$ cat src/rtl/rgb_filter_pkg.sv
// Shared types for the RGB filter controller: kernel codes, commit FSM states
// and the sideband record that travels alongside the convolution datapath.
package rgb_filter_pkg;

  localparam int SW_W = 3;

  typedef enum logic [1:0] {
    IDENTITY = 2'b00,
    GAUSSIAN = 2'b01,
    SHARP    = 2'b10,
    SOBEL    = 2'b11
  } kernel_e;

  typedef enum logic [1:0] {
    IDLE    = 2'b00,
    PENDING = 2'b01,
    HOLD    = 2'b10
  } ctrl_state_e;

  typedef struct packed {
    logic valid;
    logic hsync;
    logic vsync;
    logic vde;
    logic conv_en;
  } sideband_t;

endpackage

$ cat src/rtl/switch_debounce.sv
// Two-flop synchroniser followed by a stability counter. A synchronised value
// is accepted into sw_stable_o only after it has held for DEBOUNCE cycles.
module switch_debounce
  import rgb_filter_pkg::*;
#(
  parameter int WIDTH    = SW_W,
  parameter int DEBOUNCE = 16
) (
  input  logic             clk_i,
  input  logic             rst_i,
  input  logic [WIDTH-1:0] sw_i,
  output logic [WIDTH-1:0] sw_stable_o
);

  localparam int CNT_W = $clog2(DEBOUNCE + 1);
  localparam logic [CNT_W-1:0] CNT_MAX = CNT_W'(DEBOUNCE - 1);

  logic [WIDTH-1:0] sync1_reg;
  logic [WIDTH-1:0] sync2_reg;
  logic [WIDTH-1:0] cand_reg;
  logic [WIDTH-1:0] stable_reg;
  logic [CNT_W-1:0] cnt_reg;

  // Per-bit metastability synchroniser; each switch is an independent async input.
  for (genvar gi = 0; gi < WIDTH; gi++) begin : g_sync
    always_ff @(posedge clk_i) begin
      if (rst_i) begin
        sync1_reg[gi] <= 1'b0;
        sync2_reg[gi] <= 1'b0;
      end else begin
        sync1_reg[gi] <= sw_i[gi];
        sync2_reg[gi] <= sync1_reg[gi];
      end
    end
  end

  // Restart the count on any change; accept the value once it has held long enough.
  always_ff @(posedge clk_i) begin
    if (rst_i) begin
      cand_reg   <= '0;
      cnt_reg    <= '0;
      stable_reg <= '0;
    end else begin
      cand_reg <= sync2_reg;
      if (sync2_reg != cand_reg) begin
        cnt_reg <= '0;
      end else if (cnt_reg != CNT_MAX) begin
        cnt_reg <= cnt_reg + CNT_W'(1);
      end else begin
        stable_reg <= cand_reg;
      end
    end
  end

  assign sw_stable_o = stable_reg;

endmodule

$ cat src/rtl/rgb_filter_ctrl.sv
// Configuration sequencer for the RGB convolution filter: debounced switches,
// kernel/mode commit on vertical blanking, pipeline stall enable and the
// LATENCY-deep sideband delay line that keeps sync/valid/mux-select aligned.
module rgb_filter_ctrl
  import rgb_filter_pkg::*;
#(
  parameter int LATENCY  = 2,
  parameter int DEBOUNCE = 16
) (
  input  logic       clk_i,
  input  logic       rst_i,
  input  logic [2:0] switch_i,
  input  logic       hsync_i,
  input  logic       vsync_i,
  input  logic       vde_i,
  input  logic       valid_i,
  output logic       ready_o,
  output logic       hsync_o,
  output logic       vsync_o,
  output logic       vde_o,
  output logic       valid_o,
  input  logic       ready_i,
  output logic [1:0] kernel_sel_o,
  output logic       pipe_en_o,
  output logic       conv_sel_o,
  output logic       cfg_commit_o
);

  logic [2:0]  sw_stable;
  kernel_e     kernel_reg;
  logic        conv_en_reg;
  logic        commit_reg;
  logic        commit;
  ctrl_state_e state_reg;
  ctrl_state_e state_next;
  logic        adv;
  logic        accepted;
  logic        blank_beat;
  logic [2:0]  committed;
  sideband_t   stage_in;
  sideband_t   pipe_reg  [LATENCY];
  sideband_t   pipe_next [LATENCY];

  switch_debounce #(
    .WIDTH    (3),
    .DEBOUNCE (DEBOUNCE)
  ) u_debounce (
    .clk_i       (clk_i),
    .rst_i       (rst_i),
    .sw_i        (switch_i),
    .sw_stable_o (sw_stable)
  );

  // The whole pipe moves when the output slot is empty or being drained.
  assign adv        = ~rst_i & (ready_i | ~valid_o);
  assign ready_o    = adv;
  assign pipe_en_o  = adv;
  assign accepted   = valid_i & adv;
  assign blank_beat = accepted & vsync_i & ~vde_i;
  assign committed  = {kernel_reg, conv_en_reg};

  assign stage_in = '{valid: valid_i, hsync: hsync_i, vsync: vsync_i,
                      vde: vde_i, conv_en: conv_en_reg};

  // Shift network: stage 0 takes the new beat, every later stage takes its predecessor.
  for (genvar gi = 0; gi < LATENCY; gi++) begin : g_pipe
    if (gi == 0) begin : g_head
      assign pipe_next[gi] = stage_in;
    end else begin : g_body
      assign pipe_next[gi] = pipe_reg[gi-1];
    end
  end

  // Sideband delay line; holds completely while the downstream stalls.
  always_ff @(posedge clk_i) begin
    if (rst_i) begin
      for (int i = 0; i < LATENCY; i++) pipe_reg[i] <= '0;
    end else if (adv) begin
      for (int i = 0; i < LATENCY; i++) pipe_reg[i] <= pipe_next[i];
    end
  end

  assign valid_o    = pipe_reg[LATENCY-1].valid;
  assign hsync_o    = pipe_reg[LATENCY-1].hsync;
  assign vsync_o    = pipe_reg[LATENCY-1].vsync;
  assign vde_o      = pipe_reg[LATENCY-1].vde;
  assign conv_sel_o = pipe_reg[LATENCY-1].conv_en;

  // Commit FSM: wait for a blanking beat, commit once, then wait for vsync to end.
  always_comb begin
    state_next = state_reg;
    commit     = 1'b0;
    case (state_reg)
      IDLE: begin
        if (sw_stable != committed) state_next = PENDING;
      end
      PENDING: begin
        if (sw_stable == committed) begin
          state_next = IDLE;
        end else if (blank_beat) begin
          commit     = 1'b1;
          state_next = HOLD;
        end
      end
      HOLD: begin
        if (accepted & ~vsync_i) state_next = IDLE;
      end
      default: state_next = IDLE;
    endcase
  end

  // State, committed configuration and the one-cycle commit pulse.
  always_ff @(posedge clk_i) begin
    if (rst_i) begin
      state_reg   <= IDLE;
      kernel_reg  <= IDENTITY;
      conv_en_reg <= 1'b0;
      commit_reg  <= 1'b0;
    end else begin
      state_reg  <= state_next;
      commit_reg <= commit;
      if (commit) begin
        kernel_reg  <= kernel_e'(sw_stable[2:1]);
        conv_en_reg <= sw_stable[0];
      end
    end
  end

  assign kernel_sel_o = kernel_reg;
  assign cfg_commit_o = commit_reg;

endmodule

$ cat config.mk
export PLATFORM = sky130hd
export DESIGN_NAME = rgb_filter_ctrl
export DESIGN_NICKNAME = d
export VERILOG_FILES = /design/src/rtl/rgb_filter_pkg.sv /design/src/rtl/switch_debounce.sv /design/src/rtl/rgb_filter_ctrl.sv
export SDC_FILE = /design/constraint.sdc
export NUM_CORES = 1
export LEC_CHECK = 0
export ABC_CLOCK_PERIOD_IN_PS = 4500
export CELL_PAD_IN_SITES_DETAIL_PLACEMENT = 1
export CELL_PAD_IN_SITES_GLOBAL_PLACEMENT = 1
export CORE_ASPECT_RATIO = 1.25
export CORE_UTILIZATION = 46
export CTS_BUF_LIST = sky130_fd_sc_hd__clkbuf_8
export DETAILED_ROUTE_END_ITERATION = 10
export PLACE_DENSITY_LB_ADDON = 0.05
export SLEW_MARGIN = 25
export SYNTH_ARGS = -nofsm -noshare
export SYNTH_HDL_FRONTEND = slang
export SYNTH_SLANG_ARGS = --single-unit
$ cat constraint.sdc
create_clock -name clk_i -period 4.5 [get_ports clk_i]
set_clock_uncertainty 0.2 [all_clocks]
set_input_delay 0.675 -clock clk_i [delete_from_list [all_inputs] [get_ports clk_i]]
set_output_delay 0.675 -clock clk_i [all_outputs]
set_load 0.02 [all_outputs]
# After elaboration in Yosys (flattened, before gate mapping)
# Memories as Yosys holds them, arrays and structs flattened.
# Index checks and enable logic that the tools add are counted.
dict set report op_classes {
  eq_ne 9
  reduce_logical 4
  add_sub_neg 1
  n_bitwise 14
  muxes 15
}
# operator n
set op_table {}
lappend op_table {{$mux 5} 2}
lappend op_table {{$mux 1} 8}
lappend op_table {{$mux 2} 4}
lappend op_table {{$ne 3x3->1} 2}
lappend op_table {{$not 1->1} 6}
lappend op_table {{$pmux 2 s3} 1}
lappend op_table {{$add 5x1->5 const B} 1}
lappend op_table {{$and 1x1->1} 5}
lappend op_table {{$ne 5x4->1 const B} 1}
lappend op_table {{$ne 2x2->1 const B} 2}
lappend op_table {{$eq 3x3->1} 1}
lappend op_table {{$ne 3x3->1 const B} 1}
lappend op_table {{$or 1x1->1} 3}
lappend op_table {{$reduce_and 3->1} 1}
lappend op_table {{$eq 2x1->1 const B} 1}
lappend op_table {{$eq 2x2->1 const B} 1}
lappend op_table {{$logic_not 2->1} 1}
lappend op_table {{$reduce_and 2->1} 1}
lappend op_table {{$reduce_or 2->1} 1}
dict set report word_totals {
  reg_bits 23
  elab_cells 57
  mem_bits_rw 10
  out_inout_bits 10
  in_bits 10
  n_memories 1
}
# memory words width read_ports rd_ports_with_merged_regs wr line_no
set mem_list {}
lappend mem_list {pipe_reg 2 5 2 0 2 rgb_filter_ctrl.sv:41} ;# sideband_t pipe_reg [LATENCY];

# Depth between registers and ports, before layout
# Gate-level depths: netlist (run 1).
dict set report depth {
  word_depth 9
  mapped_depth 7
  depth_no_buf 6
}

# Cells and area by module
# A second synthesis (run 1) with hierarchy kept.
dict set report hier_totals {
  hier_cells 114
  hier_area_um2 1308.8
}
# module instances cells_each area_per_inst_um2 seq_area_each_um2
set by_module_without_submodules {}
lappend by_module_without_submodules {rgb_filter_ctrl 1 55 668.1 420.4}
lappend by_module_without_submodules {switch_debounce 1 59 640.6 340.3}

# Least setup slack after synthesis (run 1)
# No wires, ideal clock.
dict set report synth_timing {
  path_type {input -> output}
  from {input port ready_i}
  to {output port ready_o}
  arrival_ns 1.557
  path_slack_ns 2.068
  path_buffers 1
  stages 3
  required_ns 3.625
  cell_sequence {inv_2 -> a21oi_1 -> buf_4}
}
dict set report synth_via {
  elab_chain_len 2
}
# item line_no
set synth_rtl {}
lappend synth_rtl {{start, declared} rgb_filter_ctrl.sv:22} ;# input logic ready_i,
lappend synth_rtl {{$or 1x1->1} rgb_filter_ctrl.sv:55} ;# assign adv = ~rst_i & (ready_i | ~valid_o);
lappend synth_rtl {{$and 1x1->1} rgb_filter_ctrl.sv:55}
lappend synth_rtl {{end, declared} rgb_filter_ctrl.sv:17} ;# output logic ready_o,
# Every way passes these cells.

# Worst setup path after layout (run 1)
dict set report layout_timing {
  from {input port rst_i}
  to {output port pipe_en_o}
}
dict set report layout_via {
  elab_chain_len 2
}
# item line_no
set layout_rtl {}
lappend layout_rtl {{start, declared} rgb_filter_ctrl.sv:11} ;# input logic rst_i,
lappend layout_rtl {{$not 1->1} rgb_filter_ctrl.sv:55}
lappend layout_rtl {{$and 1x1->1} rgb_filter_ctrl.sv:55}
lappend layout_rtl {{end, declared} rgb_filter_ctrl.sv:24} ;# output logic pipe_en_o,
# Every way passes these cells.

==> results of run 1 <==
==> metrics by stage <==
| step | setup slack (ps) | instances | power, mW | cell area [sq um] |
|---|---|---|---|---|
| after detailed placement | 1074 | 161 | 0.3728 | 1493 |
| after global routing | 939.8 | 169 | 0.6744 | 1609 |
| after floorplan | 2068 | 112 | 0.3512 | 1276 |
| after global placement | 1123 | 161 | 0.3706 | 1493 |
| after CTS | 1028 | 169 | 0.6574 | 1609 |
| final | 1080 | 169 | 0.6478 | 1609 |
==> cells by family (layout without fill, tap and decap cells) <==
logic type               count (synthesis)  in the layout  share of synthesized area [%]
AO/OA/AOI/OAI                            4              4                          2.059
XOR/XNOR                                 9              9                          6.177
flip-flops                              33             33                          59.61
multiplexers                             7              7                          5.490
adder cells (fa/ha/maj)                  2              2                          1.960
AND/OR/NAND/NOR                         47             47                          21.37
buffers and inverters                   10             33                          3.332
==> worst max-delay path, cell delays in order <==
cell and delay, ps:
clkdlybuf4s50_1 780, a21oi_1 290, buf_4 190, clkdlybuf4s50_1 610
==> cells in the mapped netlist <==
library cell  count  share of area, %
dfxtp_1          23                36
edfxtp_1         10                24
nand2b_1         10               4.9
nor2b_1          10               4.9
and2_1            9               4.4
nor2_1            8               2.4
xor2_1            8               5.5
mux2i_1           7               5.5
inv_1             4               1.2
clkbuf_1          3              0.88
a21oi_1           2              0.78
ha_1              2               2.0
nand2_1           2              0.59
nand3b_1          2               1.2
nor3_1            2              0.78
a211o_1           1              0.69
and3_1            1              0.49
buf_2             1              0.39
buf_4             1              0.59
inv_2             1              0.29
nand4b_1          1              0.69
nor4_1            1              0.49
o211ai_1          1              0.59
or4_1             1              0.59
xnor2_1           1              0.69
==> power by group <==
group	switching, mW	internal [mW]	leakage (nW)	total (mW)
clock network	0.104	0.178	0.0626	0.282
logic	0.0202	0.0234	0.348	0.0436
registers	0.00501	0.317	0.305	0.322
total	0.129	0.519	0.715	0.648
==> final cells by class <==
cell class / count / share of cell area [%]
repair buffers: 20 / 12.29
clock inverters: 2 / 2.100
multi-input cells: 69 / 29.39
flip-flops and latches: 33 / 47.28
inverters: 5 / 1.166
well taps: 34 / 2.644
clock buffers: 6 / 5.132
==> layer usage <==
metal  up-vias  wire [um]
li1        408          -
met1       393        926
met2        16       1169
met3         4         95
met4         0         48
met5         -          0
==> worst max path at each step <==
stage	from	endpoint	slack [ps]	cells after the start
3_3_place_gp	rst_i	pipe_en_o	1120	4
4_1_cts	rst_i	pipe_en_o	1030	4
6_report	rst_i	pipe_en_o	1080	4
2_1_floorplan	ready_i	ready_o	2070	3
5_1_grt	rst_i	pipe_en_o	940	4
3_5_place_dp	rst_i	ready_o	1070	4
==> placed cells by master, fill, tap and decap left out, drive strengths merged <==
cell type,synthesis,routed
dfxtp,23,23
clkdlybuf4s50,0,19
nand2b,10,10
nor2b,10,10
edfxtp,10,10
and2,9,9
xor2,8,8
nor2,8,8
mux2i,7,7
clkbuf,3,6
inv,5,6
nand3b,2,2
a21oi,2,2
nor3,2,2
nand2,2,2
ha,2,2
a211o,1,1
or4,1,1
nor4,1,1
nand4b,1,1
xnor2,1,1
o211ai,1,1
and3,1,1
bufinv,0,1
buf,2,1
==> metrics.md, run 1 <==
| Metric | Value |
|---|---|
| Status | `complete, no violations` |
| Routing usage on met2 | `31.12%` |
| Die width | `49.11 um` |
| Global route total overflow | `0` |
| DR vias | `821` |
| Slew @ Worst Pin | `709.5 ps` |
| Largest net degree at the start of global routing | `25` |
| Fin crit period | `3420 ps` |
| P_leak | `0.7154 nW` |
| WP data required | `3620 ps` |
| Critical R2R Capture | `conv_en_reg` |
| Die ar. | `0.002990 sq mm` |
| Worst path arrival time | `2550 ps` |
| Multi-input logic area | `473.0 sq um` |
| VDD IR-drop max | `0.0002819 V` |
| Vias in the first global route | `827` |
| Hold path cells | `1` |
| Worst rel slew slack | `52.55%` |
| DRT iter0 DRCs | `3` |
| Setup Viol. Count Final | `0` |
| CTS tree | `yes` |
| Longest Clk Path Bufs | `2` |
| Hold Path Class | `reg2reg` |
| Synth Cell Area | `0.001276 sq mm` |
| Syn Nets | `124` |
| Fin crit share | `76.00%` |
| Reg2reg setup slack | `2580 ps` |
| H-tree depth | `2` |
| Share of the yosys chip area belonging to registers | `59.61%` |
| Fmax achieved | `292.4 MHz` |
| Register Area | `760.7 sq um` |
| Initial Util | `48.09%` |
| Ant. Diodes | `0` |
| PwrDens | `402.6 mW/mm^2` |
| Final-report max-slew violation count | `0` |
| Final nets | `146` |
| RSZ-0062 raised after global routing | `no` |
| Hold_sp | `u_debounce.sync1_reg[1]` |
| Port buffer count | `19` |
| Gr usage total | `17.89%` |
| Avg Synthesized Cell Area | `11.39 sq um` |
| Max-Cap Viols | `0` |
| Hold EP | `u_debounce.sync2_reg[1]` |
| Synth unique cells | `25` |
| Final WL | `2240 um` |
| Global routing's busiest layer | `met2` |
| Wirelength per Cell | `13.25 um` |
| Util after Layout | `60.63%` |
| Critical path launch point type | `primary input` |
| Cells on worst reg2reg path | `3` |
| Worst Hold Slack | `240.3 ps` |
| Post-cts gate resize count | `0` |
| Post-Synthesis Cells | `112` |
| GRT met1 Usage | `17.43%` |
| DRC Markers | `0` |
| #FFs+latches synth | `33` |
| Die Ht | `60.89 um` |
| Crit path kind | `in2out` |
| Initial antenna violation count | `0` |
| Iteration count of the initial detailed-routing pass | `2` |
| Final hold vios | `0` |
| Setup TNS | `0 ps` |
| Post-CTS setup buffers | `0` |
| M3 GR Usage | `9.023%` |
| Core area | `0.002654 sq mm` |
| Final RePlAce weighted congestion | `0.6822` |
| Num Clock Sinks | `33` |
| Ratio of cells with drive above 1 in the final layout | `6.667%` |
| Post-route ant nets | `0` |
| Max FO, Critical Path | `24` |
| DP HPWL | `1521 um` |
| First-pass GRT wire length | `3726 um` |
| Root Driver | `clkbuf_8` |
| Post-cts hold buffer count | `0` |
| Post-DR vias/cell | `4.858` |
| Clk Latency, worst-skew pair | `290 ps` |
| FF-to-FF Start | `pipe_reg[0][9]` |
| Layout area overhead | `26.08%` |
| YS warnings | `0` |
| CTS buffer count | `5` |
| I/O pin count | `20` |
| FILL cells | `281` |
| Clock slew at reported path FFs | `60 ps` |
| Max reg flops | `10` |
| Rows | `21` |
| Critical Path Sink Type | `primary output` |
No activity file was read; power rests on OpenSTA's default activity.
==> run 2, diff against run 1 <==
--- a/config.mk
+++ b/config.mk
@@ -5,11 +5,11 @@
 export SDC_FILE = /design/constraint.sdc
 export NUM_CORES = 1
 export LEC_CHECK = 0
-export ABC_CLOCK_PERIOD_IN_PS = 4500
+export ABC_CLOCK_PERIOD_IN_PS = 3500
 export CELL_PAD_IN_SITES_DETAIL_PLACEMENT = 1
 export CELL_PAD_IN_SITES_GLOBAL_PLACEMENT = 1
 export CORE_ASPECT_RATIO = 1.25
-export CORE_UTILIZATION = 46
+export CORE_UTILIZATION = 43
 export CTS_BUF_LIST = sky130_fd_sc_hd__clkbuf_8
 export DETAILED_ROUTE_END_ITERATION = 10
 export PLACE_DENSITY_LB_ADDON = 0.05
==> constraint.sdc (replaced) <==
create_clock -name clk_i -period 3.5 [get_ports clk_i]
set_clock_uncertainty 0.2 [all_clocks]
set_input_delay 0.525 -clock clk_i [delete_from_list [all_inputs] [get_ports clk_i]]
set_output_delay 0.525 -clock clk_i [all_outputs]
set_load 0.02 [all_outputs]
==> metrics.md, run 2 (synthesized netlist as in run 1, its figures left out) <==
| Metric | Value |
|---|---|
| Rows | `21 (unchanged)` |
| Worst path bufs/invs | `4 (+1)` |
| Initial antenna violation count | `0 (unchanged)` |
| Worst path arrival time | `1970 ps (-580 ps)` |
| RSZ-0062 raised after global routing | `no` |
| P_leak | `0.7167 nW (+0.18%)` |
| Fin crit share | `76.90%` |
| Initial Util | `46.26% (-1.8 points)` |
| Ant. Diodes | `0 (unchanged)` |
| Worst rel slew slack | `64.64% (+12 points)` |
| Critical Path Sink Type | `primary output` |
| Slowest Stage Delay on Critical Path | `590 ps (-190 ps)` |
| Global route total overflow | `0 (unchanged)` |
| Crit path top cell by count | `clkdlybuf4s50_1` |
| Post-route ant nets | `0 (unchanged)` |
| Fin crit period | `2691 ps` |
| Setup TNS | `0 ps (unchanged)` |
| Top Family by Delay on Critical Path | `buffers and inverters` |
| Longest Clk Path Bufs | `2 (unchanged)` |
| Die ar. | `0.003191 sq mm (+6.7%)` |
| Ratio of cells with drive above 1 in the final layout | `8.759% (+2.1 points)` |
| Final hold vios | `0 (unchanged)` |
| Layout area overhead | `26.08% (unchanged)` |
| I/O pin count | `20 (unchanged)` |
| Clock slew at reported path FFs | `60 ps (about the same)` |
| Iteration count of the initial detailed-routing pass | `4 (+2)` |
| Die Ht | `62.91 um (+3.3%)` |
| Largest net degree at the start of global routing | `24 (-4.0%)` |
| Cells on worst reg2reg path | `3 (unchanged)` |
| FF-to-FF Start | `pipe_reg[0][9]` |
| Slew @ Worst Pin | `528.8 ps (-180.7 ps)` |
| DRC Markers | `0 (unchanged)` |
| Post-cts hold buffer count | `0 (unchanged)` |
| Final-report max-slew violation count | `0 (unchanged)` |
| Post-CTS setup buffers | `0 (unchanged)` |
| Crit path launch | `ready_i` |
| Final WL | `2255 um (+0.67%)` |
| First-pass GRT wire length | `4133 um (+11%)` |
| Final nets | `148 (+1.4%)` |
| Crit path kind | `in2out` |
| WP data required | `2770 ps (-850 ps)` |
| Wirelength per Cell | `13.19 um (-0.51%)` |
| Fmax achieved | `371.6 MHz` |
| Vias in the first global route | `904 (+9.3%)` |
| Root Driver | `clkbuf_8` |
| Status | `complete, no violations` |
| Num Clock Sinks | `33 (unchanged)` |
| Max reg flops | `10 (unchanged)` |
| Gr usage total | `17.95% (+0.060 points)` |
| CTS buffer count | `5 (unchanged)` |
| DR vias | `836 (+1.8%)` |
| Worst Hold Slack | `239.2 ps (-1.121 ps)` |
| Hold_sp | `u_debounce.sync1_reg[1]` |
| Hold path cells | `1 (unchanged)` |
| Post-DR vias/cell | `4.889 (+0.64%)` |
| Crit path max-delay cell type | `clkdlybuf4s50_1` |
| Max FO, Critical Path | `6 (-75%)` |
| Final RePlAce weighted congestion | `0.6618 (-3.0%)` |
| Die width | `50.73 um (+3.3%)` |
| Reg2reg setup slack | `1580 ps (-1000 ps)` |
| VDD IR-drop max | `0.0003091 V (+9.6%)` |
| Setup Viol. Count Final | `0 (unchanged)` |
| Most common cell after layout, fill and taps aside | `dfxtp_1` |
| Commonest cells after routing, fill and taps aside | `dfxtp_1, clkdlybuf4s50_1, nand2b_1, nor2b_1, edfxtp_1` |
| DRT iter0 DRCs | `15 (+12)` |
| Cell Chain, Critical Path | `clkdlybuf4s50_1, inv_2, a21oi_1, buf_4, clkdlybuf4s50_1` |
| Critical path launch point type | `primary input` |
| Hold Path Class | `reg2reg` |
| Clk Latency, worst-skew pair | `280 ps (about the same)` |
| Worst path depth | `5 (+1)` |
| H-tree depth | `2 (unchanged)` |
| PwrDens | `488.2 mW/mm^2 (+21%)` |
| DP HPWL | `1682 um (+11%)` |
| Port buffer count | `19 (unchanged)` |
| Post-cts gate resize count | `0 (unchanged)` |
| Max-Cap Viols | `0 (unchanged)` |
| CTS tree | `yes` |
| Core area | `0.002759 sq mm (+4.0%)` |
[run 2: cell types whose count changed in the layout (fill, tap and decap cells not counted)]
| cell | change |
|---|---|
| buf_4 | +2 |
| clkbuf_8 | +1 |
| clkinv_2 | +1 |
| bufinv_16 | -1 |
| inv_1 | -1 |
[run 2: power by group]
part           switching (mW)  leakage (nW)  internal, mW
combinational          0.0262         0.358        0.0318
sequential            0.00655         0.305         0.408
clock                   0.135        0.0542         0.178
total                   0.168         0.717         0.617
[run 2: worst paths after layout]
path | to
max | pipe_en_o
min | u_debounce.sync2_reg[1]
max reg2reg | kernel_sel_o[1]
min reg2reg | u_debounce.sync2_reg[1]
[run 2: worst reg2reg max path: stages, from the launching register on]
cell and delay, ps:
edfxtp_1 430, a211o_1 330, or4_1 640, mux2i_1 240
[run 2: stage by stage]
step	util (%)	total power [mW]	instances	instance area, sq um	setup WS (ps)
finish	58.32	0.7855	171	1609	808.6
global route	58.32	0.8220	171	1609	717.8
CTS	58.32	0.7971	171	1609	792.0
detailed placement	54.65	0.4824	163	1508	798.5
global placement	54.65	0.4786	163	1508	785.9
floorplan	-	0.4515	112	1276	1368
[run 2: metal layers]
layer | part of all wire, % | track usage (%)
met4 | 2.1 | 8.333
met1 | 40 | 18.84
met2 | 53 | 31.00
met5 | 0 | 0
met3 | 4.7 | 6.569
[run 2: area by class of cell]
class	instances	area, sq um
Clock buffer	7	96.34
Clock inverter	1	5.005
Fill cell	299	1150
Inverter	5	18.77
Multi-Input combinational cell	69	473.0
Sequential cell	33	760.7
Tap cell	34	42.54
Timing Repair Buffer	22	212.7
==> run 3, diff against run 2 <==
--- a/config.mk
+++ b/config.mk
@@ -5,11 +5,11 @@
 export SDC_FILE = /design/constraint.sdc
 export NUM_CORES = 1
 export LEC_CHECK = 0
-export ABC_CLOCK_PERIOD_IN_PS = 3500
+export ABC_CLOCK_PERIOD_IN_PS = 2250
 export CELL_PAD_IN_SITES_DETAIL_PLACEMENT = 1
 export CELL_PAD_IN_SITES_GLOBAL_PLACEMENT = 1
 export CORE_ASPECT_RATIO = 1.25
-export CORE_UTILIZATION = 43
+export CORE_UTILIZATION = 39
 export CTS_BUF_LIST = sky130_fd_sc_hd__clkbuf_8
 export DETAILED_ROUTE_END_ITERATION = 10
 export PLACE_DENSITY_LB_ADDON = 0.05
==> constraint.sdc (replaced) <==
create_clock -name clk_i -period 2.25 [get_ports clk_i]
set_clock_uncertainty 0.2 [all_clocks]
set_input_delay 0.3375 -clock clk_i [delete_from_list [all_inputs] [get_ports clk_i]]
set_output_delay 0.3375 -clock clk_i [all_outputs]
set_load 0.02 [all_outputs]
==> metrics.md, run 3 (synthesized netlist as in run 1, its figures left out) <==
| Metric | Value |
|---|---|
| Critical Path Sink Type | `primary output` |
| Global route total overflow | `0 (unchanged)` |
| Port buffer count | `19 (unchanged)` |
| Vias in the first global route | `891 (-1.4%)` |
| Worst Hold Slack | `254.8 ps (+15.62 ps)` |
| Critical path launch point type | `primary input` |
| Iteration count of the initial detailed-routing pass | `2 (-2)` |
| Die width | `53.17 um (+4.8%)` |
| Gr usage total | `15.43% (-2.5 points)` |
| Wirelength per Cell | `12.62 um (-4.3%)` |
| CTS tree | `yes` |
| Max FO, Critical Path | `5 (-1)` |
| Final nets | `150 (+1.4%)` |
| VDD IR-drop max | `0.0006065 V (+96%)` |
| Longest Clk Path Bufs | `2 (unchanged)` |
| Crit path max-delay cell type | `clkdlybuf4s50_1` |
| Fmax achieved | `478.9 MHz` |
| Top Family by Delay on Critical Path | `buffers and inverters` |
| Sw Ratio | `19.59% (-1.8 points)` |
| Setup crit end | `ready_o` |
| DRC Markers | `0 (unchanged)` |
| Crit path kind | `in2out` |
| Layout area overhead | `28.43%` |
| Clk Latency, worst-skew pair | `280 ps (about the same)` |
| First-pass GRT wire length | `3732 um (-9.7%)` |
| Sw power | `253.6 uW (+51%)` |
| Overall power | `1.295 mW (+65%)` |
| Setup ws final | `162.0 ps (-646.6 ps)` |
| Placed cell area | `0.001525 sq mm (+1.2%)` |
| Die ar. | `0.003507 sq mm (+9.9%)` |
| Clock share of power | `43.1% (+3.3 points)` |
| Die Ht | `65.96 um (+4.8%)` |
| Hold_sp | `u_debounce.sync1_reg[2]` |
| Final hold vios | `0 (unchanged)` |
| Hold Path Class | `reg2reg` |
| Pre-CTS setup slack | `-109.4 ps (-907.9 ps)` |
| DP HPWL | `1627 um (-3.3%)` |
| Ratio of cells with drive above 1 in the final layout | `9.353% (+0.59 points)` |
| Ant. Diodes | `0 (unchanged)` |
| Clock slew at reported path FFs | `70 ps (about the same)` |
| Final-report max-slew violation count | `0 (unchanged)` |
| Fin crit period | `2088 ps` |
| RSZ-0062 raised after global routing | `no` |
| Core area | `0.003028 sq mm (+9.8%)` |
| Slowest Stage Delay on Critical Path | `480 ps (-110 ps)` |
| Fin crit share | `92.80%` |
| Largest net degree at the start of global routing | `23 (-4.2%)` |
| Final WL | `2209 um (-2.0%)` |
| Status | `complete, no violations` |
| PwrDens | `789.8 mW/mm^2 (+62%)` |
| P_leak | `0.7376 nW (+2.9%)` |
| Slew @ Worst Pin | `523.2 ps (-5.587 ps)` |
| Cell Chain, Critical Path | `clkdlybuf4s50_1, inv_2, a21oi_1, buf_4, dlygate4sd2_1` |
| Worst path bufs/invs | `4 (unchanged)` |
| Root Driver | `clkbuf_8` |
| Initial antenna violation count | `0 (unchanged)` |
| CTS buffer count | `5 (unchanged)` |
| Rows | `22 (+4.8%)` |
| Post-route ant nets | `0 (unchanged)` |
| Num Clock Sinks | `33 (unchanged)` |
| I/O pin count | `20 (unchanged)` |
| Critical R2R Capture | `kernel_sel_o[1]` |
| Crit path launch | `ready_i` |
| FF-to-FF Start | `pipe_reg[0][9]` |
| H-tree depth | `2 (unchanged)` |
| Reg2reg setup slack | `410 ps (-1170 ps)` |
| Max-Cap Viols | `0 (unchanged)` |
| Combinational Power Share | `7.1% (-0.3 points)` |
| Total internal power | `1.041 mW (+69%)` |
| Final RePlAce weighted congestion | `0.6654 (+0.54%)` |
| Part of the power in registers | `49.8% (-3.0 points)` |
| DR vias | `839 (+0.36%)` |
| Final Cell Area | `0.001639 sq mm (+1.9%)` |
| Worst path arrival time | `1550 ps (-420 ps)` |
| DRT iter0 DRCs | `9 (-6)` |
| Cells on worst reg2reg path | `3 (unchanged)` |
| Commonest cells after routing, fill and taps aside | `dfxtp_1, clkdlybuf4s50_1, nand2b_1, nor2b_1, edfxtp_1` |
| WP data required | `1710 ps (-1060 ps)` |
| Max reg flops | `10 (unchanged)` |
| Most common cell after layout, fill and taps aside | `dfxtp_1` |
| Setup Viol. Count Final | `0 (unchanged)` |
| Worst rel slew slack | `65.01% (+0.37 points)` |
| Worst path depth | `5 (unchanged)` |
| Post-DR vias/cell | `4.794 (-1.9%)` |
| Initial Util | `42.15% (-4.1 points)` |
run 3: cell count changes in the layout (fill, tap and decap cells not counted), sizes merged:
cell / before / now
bufinv: 0 / 1
dlygate4sd2: 0 / 2
inv: 5 / 6
clkbuf: 7 / 6
clkinv: 1 / 0
buf: 3 / 5
clkdlybuf4s50: 19 / 17
run 3: area by class of cell:
type,instances,area (sq um)
Tap cell,36,45.04
Inverter,5,18.77
Clock inverter,2,33.78
Clock buffer,6,82.58
Multi-Input combinational cell,69,473.0
Fill cell,337,1389
Sequential cell,33,760.7
Timing Repair Buffer,24,225.2
run 3: worst min path at each step:
stage / endpoint / slack, ps / cells after the start
after floorplan: state_reg[0] / 210 / 1
after global placement: u_debounce.sync2_reg[2] / 220 / 1
after detailed placement: u_debounce.sync2_reg[2] / 240 / 1
after CTS: u_debounce.sync2_reg[2] / 250 / 1
after global routing: u_debounce.sync2_reg[1] / 280 / 1
final: u_debounce.sync2_reg[2] / 250 / 1
run 3: worst reg2reg max path, stage by stage, from the launching register on:
cell and delay [ps]:
edfxtp_1 440, a211o_1 300, or4_1 620, mux2i_1 170
run 3: power groups by stage:
stage | Combinational, mW | Clock, mW | Sequential (mW)
4_1_cts | 0.0930 | 0.575 | 0.645
2_1_floorplan | 0.0394 | 0 | 0.663
3_5_place_dp | 0.0945 | 0 | 0.658
3_3_place_gp | 0.0918 | 0 | 0.656
6_report | 0.0913 | 0.558 | 0.645
5_1_grt | 0.0998 | 0.607 | 0.647
run 3: stage by stage:
step                instances  util, %  setup TNS, ps
floorplan                 112        -              0
global placement          167    50.37         -122.5
detailed placement        167    50.37         -306.2
CTS                       175    54.13              0
global route              175    54.13              0
finish                    175    54.13              0
run 3: what timing repair did:
action | 4_1_cts | 5_1_grt
setup endpoints to repair | 2 | 0
hold buffers | 0 | 0
buffers inserted | 0 | 0
resized for setup | 2 | 0
run 3: metal layers:
metal | track usage [%] | wire, um | vias up
met3 | 5.517 | 94 | 7
li1 | - | - | 418
met2 | 26.42 | 1102 | 18
met1 | 14.99 | 943 | 396
met5 | 0 | 0 | -
met4 | 10.53 | 68 | 0
